<file path="src/rtl/wishbone_master.sv">
// wishbone_master: single-transfer Wishbone B4 classic master.
//
// Accepts one read or write command on a valid/ready handshake and issues it as a single
// classic cycle. It retries after RTY_I, aborts on ERR_I or on a wait-state timeout, and
// returns the read data and a status code on a valid/ready response port.
//
// Ports
//   CLK_I, RST_I          clock, asynchronous active-low reset
//   cmd_valid/cmd_ready   command handshake; cmd_we, cmd_adr, cmd_dat, cmd_sel payload
//   rsp_valid/rsp_ready   response handshake; rsp_dat, rsp_status payload
//                         (00 OK, 01 ERR, 10 RETRY_EXHAUSTED, 11 TIMEOUT)
//   ADR_O .. BTE_O        Wishbone master outputs, all registered
//   DAT_I, ACK_I, ERR_I, RTY_I  Wishbone slave inputs, only sampled in the bus state
module wishbone_master #(
    parameter int unsigned WB_ADDR_W = 32,
    parameter int unsigned WB_DATA_W = 32,
    parameter int unsigned TIMEOUT   = 16,
    parameter int unsigned MAX_RETRY = 3
) (
    input  logic                   CLK_I,
    input  logic                   RST_I,

    input  logic                   cmd_valid,
    output logic                   cmd_ready,
    input  logic                   cmd_we,
    input  logic [WB_ADDR_W-1:0]   cmd_adr,
    input  logic [WB_DATA_W-1:0]   cmd_dat,
    input  logic [WB_DATA_W/8-1:0] cmd_sel,

    output logic                   rsp_valid,
    input  logic                   rsp_ready,
    output logic [WB_DATA_W-1:0]   rsp_dat,
    output logic [1:0]             rsp_status,

    output logic [WB_ADDR_W-1:0]   ADR_O,
    output logic [WB_DATA_W-1:0]   DAT_O,
    output logic [WB_DATA_W/8-1:0] SEL_O,
    output logic                   WE_O,
    output logic                   STB_O,
    output logic                   CYC_O,
    output logic [2:0]             CTI_O,
    output logic [1:0]             BTE_O,
    input  logic [WB_DATA_W-1:0]   DAT_I,
    input  logic                   ACK_I,
    input  logic                   ERR_I,
    input  logic                   RTY_I
);

    localparam int unsigned SelW  = WB_DATA_W / 8;
    localparam int unsigned WaitW = (TIMEOUT < 2) ? 1 : $clog2(TIMEOUT);
    localparam int unsigned RtyW  = (MAX_RETRY < 1) ? 1 : $clog2(MAX_RETRY + 1);

    localparam logic [WaitW-1:0] WaitLast = WaitW'(TIMEOUT - 1);
    localparam logic [RtyW-1:0]  MaxRetry = RtyW'(MAX_RETRY);

    localparam logic [1:0] StatusOk      = 2'b00;
    localparam logic [1:0] StatusErr     = 2'b01;
    localparam logic [1:0] StatusRtyExh  = 2'b10;
    localparam logic [1:0] StatusTimeout = 2'b11;

    typedef enum logic [1:0] {StIdle, StBus, StGap, StResp} state_e;

    state_e               state_q;

    // Latched command, replayed on every retry.
    logic                 we_q;
    logic [WB_ADDR_W-1:0] adr_q;
    logic [WB_DATA_W-1:0] dat_q;
    logic [SelW-1:0]      sel_q;

    logic [WaitW-1:0]     wait_q;
    logic [RtyW-1:0]      retry_q;

    // Registered outputs.
    logic                 cmd_ready_q;
    logic                 rsp_valid_q;
    logic [WB_DATA_W-1:0] rsp_dat_q;
    logic [1:0]           rsp_status_q;
    logic [WB_ADDR_W-1:0] adr_o_q;
    logic [WB_DATA_W-1:0] dat_o_q;
    logic [SelW-1:0]      sel_o_q;
    logic                 we_o_q;
    logic                 stb_o_q;
    logic                 cyc_o_q;

    always_ff @(posedge CLK_I or negedge RST_I) begin
        if (!RST_I) begin
            state_q      <= StIdle;
            we_q         <= 1'b0;
            adr_q        <= '0;
            dat_q        <= '0;
            sel_q        <= '0;
            wait_q       <= '0;
            retry_q      <= '0;
            cmd_ready_q  <= 1'b0;
            rsp_valid_q  <= 1'b0;
            rsp_dat_q    <= '0;
            rsp_status_q <= StatusOk;
            adr_o_q      <= '0;
            dat_o_q      <= '0;
            sel_o_q      <= '0;
            we_o_q       <= 1'b0;
            stb_o_q      <= 1'b0;
            cyc_o_q      <= 1'b0;
        end else begin
            // Bus outputs are idle unless a branch below keeps the cycle running.
            adr_o_q <= '0;
            dat_o_q <= '0;
            sel_o_q <= '0;
            we_o_q  <= 1'b0;
            stb_o_q <= 1'b0;
            cyc_o_q <= 1'b0;

            unique case (state_q)
                StIdle: begin
                    // Also raises cmd_ready on the first edge after reset release.
                    cmd_ready_q <= 1'b1;
                    if (cmd_valid && cmd_ready_q) begin
                        cmd_ready_q <= 1'b0;
                        we_q        <= cmd_we;
                        adr_q       <= cmd_adr;
                        dat_q       <= cmd_dat;
                        sel_q       <= cmd_sel;
                        retry_q     <= '0;
                        wait_q      <= '0;
                        adr_o_q     <= cmd_adr;
                        dat_o_q     <= cmd_we ? cmd_dat : '0;
                        sel_o_q     <= cmd_sel;
                        we_o_q      <= cmd_we;
                        stb_o_q     <= 1'b1;
                        cyc_o_q     <= 1'b1;
                        state_q     <= StBus;
                    end
                end

                StBus: begin
                    if (ERR_I) begin
                        rsp_status_q <= StatusErr;
                        rsp_dat_q    <= '0;
                        rsp_valid_q  <= 1'b1;
                        state_q      <= StResp;
                    end else if (RTY_I) begin
                        if (retry_q < MaxRetry) begin
                            retry_q <= retry_q + RtyW'(1);
                            state_q <= StGap;
                        end else begin
                            rsp_status_q <= StatusRtyExh;
                            rsp_dat_q    <= '0;
                            rsp_valid_q  <= 1'b1;
                            state_q      <= StResp;
                        end
                    end else if (ACK_I) begin
                        rsp_status_q <= StatusOk;
                        rsp_dat_q    <= we_q ? '0 : DAT_I;
                        rsp_valid_q  <= 1'b1;
                        state_q      <= StResp;
                    end else if (wait_q == WaitLast) begin
                        rsp_status_q <= StatusTimeout;
                        rsp_dat_q    <= '0;
                        rsp_valid_q  <= 1'b1;
                        state_q      <= StResp;
                    end else begin
                        wait_q  <= wait_q + WaitW'(1);
                        adr_o_q <= adr_q;
                        dat_o_q <= we_q ? dat_q : '0;
                        sel_o_q <= sel_q;
                        we_o_q  <= we_q;
                        stb_o_q <= 1'b1;
                        cyc_o_q <= 1'b1;
                    end
                end

                StGap: begin
                    // One idle cycle, then replay the same command.
                    wait_q  <= '0;
                    adr_o_q <= adr_q;
                    dat_o_q <= we_q ? dat_q : '0;
                    sel_o_q <= sel_q;
                    we_o_q  <= we_q;
                    stb_o_q <= 1'b1;
                    cyc_o_q <= 1'b1;
                    state_q <= StBus;
                end

                StResp: begin
                    if (rsp_ready) begin
                        rsp_valid_q <= 1'b0;
                        cmd_ready_q <= 1'b1;
                        state_q     <= StIdle;
                    end
                end

                default: state_q <= StIdle;
            endcase
        end
    end

    assign cmd_ready  = cmd_ready_q;
    assign rsp_valid  = rsp_valid_q;
    assign rsp_dat    = rsp_dat_q;
    assign rsp_status = rsp_status_q;
    assign ADR_O      = adr_o_q;
    assign DAT_O      = dat_o_q;
    assign SEL_O      = sel_o_q;
    assign WE_O       = we_o_q;
    assign STB_O      = stb_o_q;
    assign CYC_O      = cyc_o_q;
    assign CTI_O      = 3'b000;
    assign BTE_O      = 2'b00;

endmodule

</file>
<file path="config.mk">
export PLATFORM = sky130hd
export DESIGN_NAME = wishbone_master
export DESIGN_NICKNAME = d
export VERILOG_FILES = /design/src/rtl/wishbone_master.sv
export SDC_FILE = /design/constraint.sdc
export NUM_CORES = 1
export LEC_CHECK = 0
export ABC_AREA = 1
export BUFFER_PORTS_ARGS = -buffer_cell sky130_fd_sc_hd__clkbuf_2
export CELL_PAD_IN_SITES_DETAIL_PLACEMENT = 1
export CELL_PAD_IN_SITES_GLOBAL_PLACEMENT = 1
export CORE_MARGIN = 2
export CORE_UTILIZATION = 39
export CTS_BUF_LIST = sky130_fd_sc_hd__clkbuf_4 sky130_fd_sc_hd__clkbuf_8
export CTS_CLUSTER_DIAMETER = 80
export DETAILED_ROUTE_END_ITERATION = 7
export PLACE_DENSITY_LB_ADDON = 0.25
export SETUP_SLACK_MARGIN = 0.5
export SLEW_MARGIN = 0
export SYNTH_ARGS = -nofsm -noshare
export SYNTH_HDL_FRONTEND = slang
export SYNTH_SLANG_ARGS = --single-unit
</file>
<file path="constraint.sdc">
create_clock -name CLK_I -period 1.8 [get_ports CLK_I]
set_input_delay 0 -clock CLK_I [delete_from_list [all_inputs] [get_ports CLK_I]]
set_output_delay 0 -clock CLK_I [all_outputs]
set_load 0.01 [all_outputs]
</file>
==> flow_summary.toml <==
[placement]
port_buffers = 214
gp_congestion = 0.731
pre_cts_slack_ns = 0.199
detailed_place_hpwl_um = 13200

[synth]
synth_cell_type_count = 27
synth_common_cells = "446 x nand2_1, 183 x dfrtp_1, 48 x inv_1"
yosys.area.top_type = "dfrtp_1"
yosysSeqAreaShare_pct = 62.5
synth_top_area_share_pct = 62.5
synth_area_leaders = "dfrtp_1 62%, nand2_1 23%, nand3_1 2.7%, inv_1 2.5%, nor2_1 1.9%"
syn-instance-count = 840
synth_most_common_cell = "nand2_1"
netlist_area_um2 = 7330
synth-edff-count = 0
avgSynthCellArea_um2 = 8.72
synth-warning-count = 0
ys.flop_type = "dfrtp_1"
ys_ff_latch = 183
async_reset_ff_share_pct = 100

[sta]
setup_viol = 0
setup_tns_ns = 0
slew_headroom_pct = 64.9
timing.final.crit_share_pct = 81.1
drv_slew = 0
tightest_slew_ns = 0.527
rsz0062_at_grt = "yes"
holdWs_ns = 0.0856
setup_ws_ns = 0.340
finalClockSkew_ns = 0.0139
fin_crit_ns = 1.46
max_freq_mhz = 685
finalHoldViolCount = 0

[finish]
nFillCells = 2161
drive_gt1_share_pct = 31.0
area_delta_synth_final_pct = 49.6
nets = 1295

[floorplanning]
chipWidth_um = 141
pin_count = 220
design.core.area_um2 = 18600
start_util_pct = 39.4
dieHeight_um = 141
dieArea_um2 = 19900
rows = 50

[critical_path]
startpoint_type = "flip-flop"
worstSetupPathDepth = 8
slowest_stage = "dfrtp_1"
cp_top_family = "simple AND/OR/NAND/NOR gates"
critPathMaxFanout = 13
cp-end-kind = "flip-flop"
path_buf_inv = 2
worstPathCellList = "ha_4, nand3_4, nand2_2, nand3_4, inv_4, buf_12, nand2_1, nand2_1"
critical_path_arrival_ns = 1.78
critPathMaxStageDelay_ns = 0.43
crit_type = "flip-flop to flip-flop"
required_ns = 2.12
ff2ff_path_depth = 8

[worst_hold_path]
hold_class = "primary input to asynchronous set/reset pin"

[drt]
vias_per_cell = 4.64
vias = 6643
post-route-drc-count = 0
routed_wl_um = 23200
drt-initial-drc-count = 283
postRouteAntennaNets = 0
first_pass_iters = 4
wl_per_cell_um = 16.2

[cts]
cts_sinks = 183
cts_buffer_depth = 2
clkLatencyLatePin_ns = 0.45
cts-buffers-inserted = 17
cts_tree = "built"
path_clk_slew_ns = 0.10
htree_levels = 4
ctsRootBufferMaster = "clkbuf_8"

[grt]
grt_use_total_pct = 23.4
grt_pass1_wl_um = 36600
grt.overflow.total = 0
grt_max_degree = 62
grt_pass1_vias = 7158
antenna_found_initial = 1

[outcome]
outcome = "completed"

[pwr]
p_per_area_nw_per_um2 = 1340
irDropWorstVdd_mv = 0.592
leakage_nw = 6.38
fin_total_pwr_mw = 14.7

[flow_run]
maxCapViolCount = 0
cell type report:
type	count	area [µm²]	area share [%]
inverters	51	201	1.84
diodes	1	2.50	0.0228
clock buffers	17	234	2.14
multi-input cells	567	2630	24.0
flip-flops and latches	183	4580	41.8
clock inverters	15	213	1.94
repair buffers	365	2810	25.6
well taps	234	293	2.67
worst reg2reg max path, delay by kind of cell (launching register included):
family | cells | cell delay, ns
AND/OR/NAND/NOR | 5 | 0.50
flip-flops | 1 | 0.43
buffers and inverters | 2 | 0.22
adder cells (fa/ha/maj) | 1 | 0.19
final timing paths:
kind / start / end / slack [ns]
max reg2reg: wait_q[1] / rsp_dat[19] / 0.34
min: RST_I / DAT_O[27] / 0.09
min in group CLK_I: cmd_dat[24] / dat_q[24] / 0.29
min reg2reg: rsp_dat[25] / rsp_dat[25] / 0.48
max in group asynchronous: RST_I / dat_q[7] / 1.07
max: wait_q[1] / rsp_dat[19] / 0.34
repair_timing:
action,in CTS,in global routing
hold buffers,107,0
pin swaps,13,15
resized for setup,45,62
cloned,5,2
setup buffers,15,3
endpoints found under the hold margin,357,0
endpoints found under the setup margin,180,181
per-layer routing:
layer | track usage, % | share of wire [%] | wire length, µm
met4 | 7.74 | 1.7 | 406
met5 | 0 | 0 | 0
met3 | 3.91 | 2.9 | 666
met1 | 29.7 | 44 | 10200
met2 | 40.8 | 51 | 11900
cell usage in the layout, fill, tap and decap left out, types with 4 or more instances in the layout:
master / n
buf_12: 14
buf_16: 4
buf_4: 17
buf_6: 5
bufinv_16: 4
clkbuf_2: 213
clkbuf_8: 18
conb_1: 5
dfrtp_1: 181
dlygate4sd3_1: 107
inv_1: 46
inv_6: 5
nand2_1: 410
nand2_2: 32
nand2_4: 15
nand3_1: 21
nand3_2: 17
nand3_4: 4
nor2_1: 37
o21ai_0: 12
sequential cells by signal (all words and copies together), names as in the netlist:
name and flops:
WE_O 1, retry_q 2, rsp_valid 1, ADR_O 32, SEL_O 4, state_q 2
CYC_O 1, we_q 1, rsp_dat 32, adr_q 32, sel_q 4, rsp_status 2
cmd_ready 1, dat_q 32, DAT_O 32, wait_q 4
report_power, final:
group | switching, mW | total, mW | leakage [nW] | internal (mW)
sequential | 0.822 | 6.22 | 2.42 | 5.40
combinational | 3.07 | 5.37 | 3.73 | 2.30
clock | 1.59 | 3.14 | 0.225 | 1.55
total | 5.48 | 14.7 | 6.38 | 9.24
kinds of logic after synthesis:
| kind of cell | after synthesis | synth area share (%) |
|---|---|---|
| AOI/OAI and AO/OA | 16 | 1.09 |
| adders and majority gates | 2 | 0.341 |
| buffers and inverters | 95 | 6.34 |
| DFF | 183 | 62.5 |
| other | 1 | 0.0512 |
| and+or+nand+nor | 543 | 29.7 |
stage by stage:
step	instances	instance area, µm²	utilization (%)
floorplan	844	7360	-
global placement	1268	8720	46.9
detailed placement	1268	8720	46.9
CTS	1427	10700	57.3
global route	1433	11000	59.0
finish	1433	11000	59.0
Power figures use the tool's default switching activity.
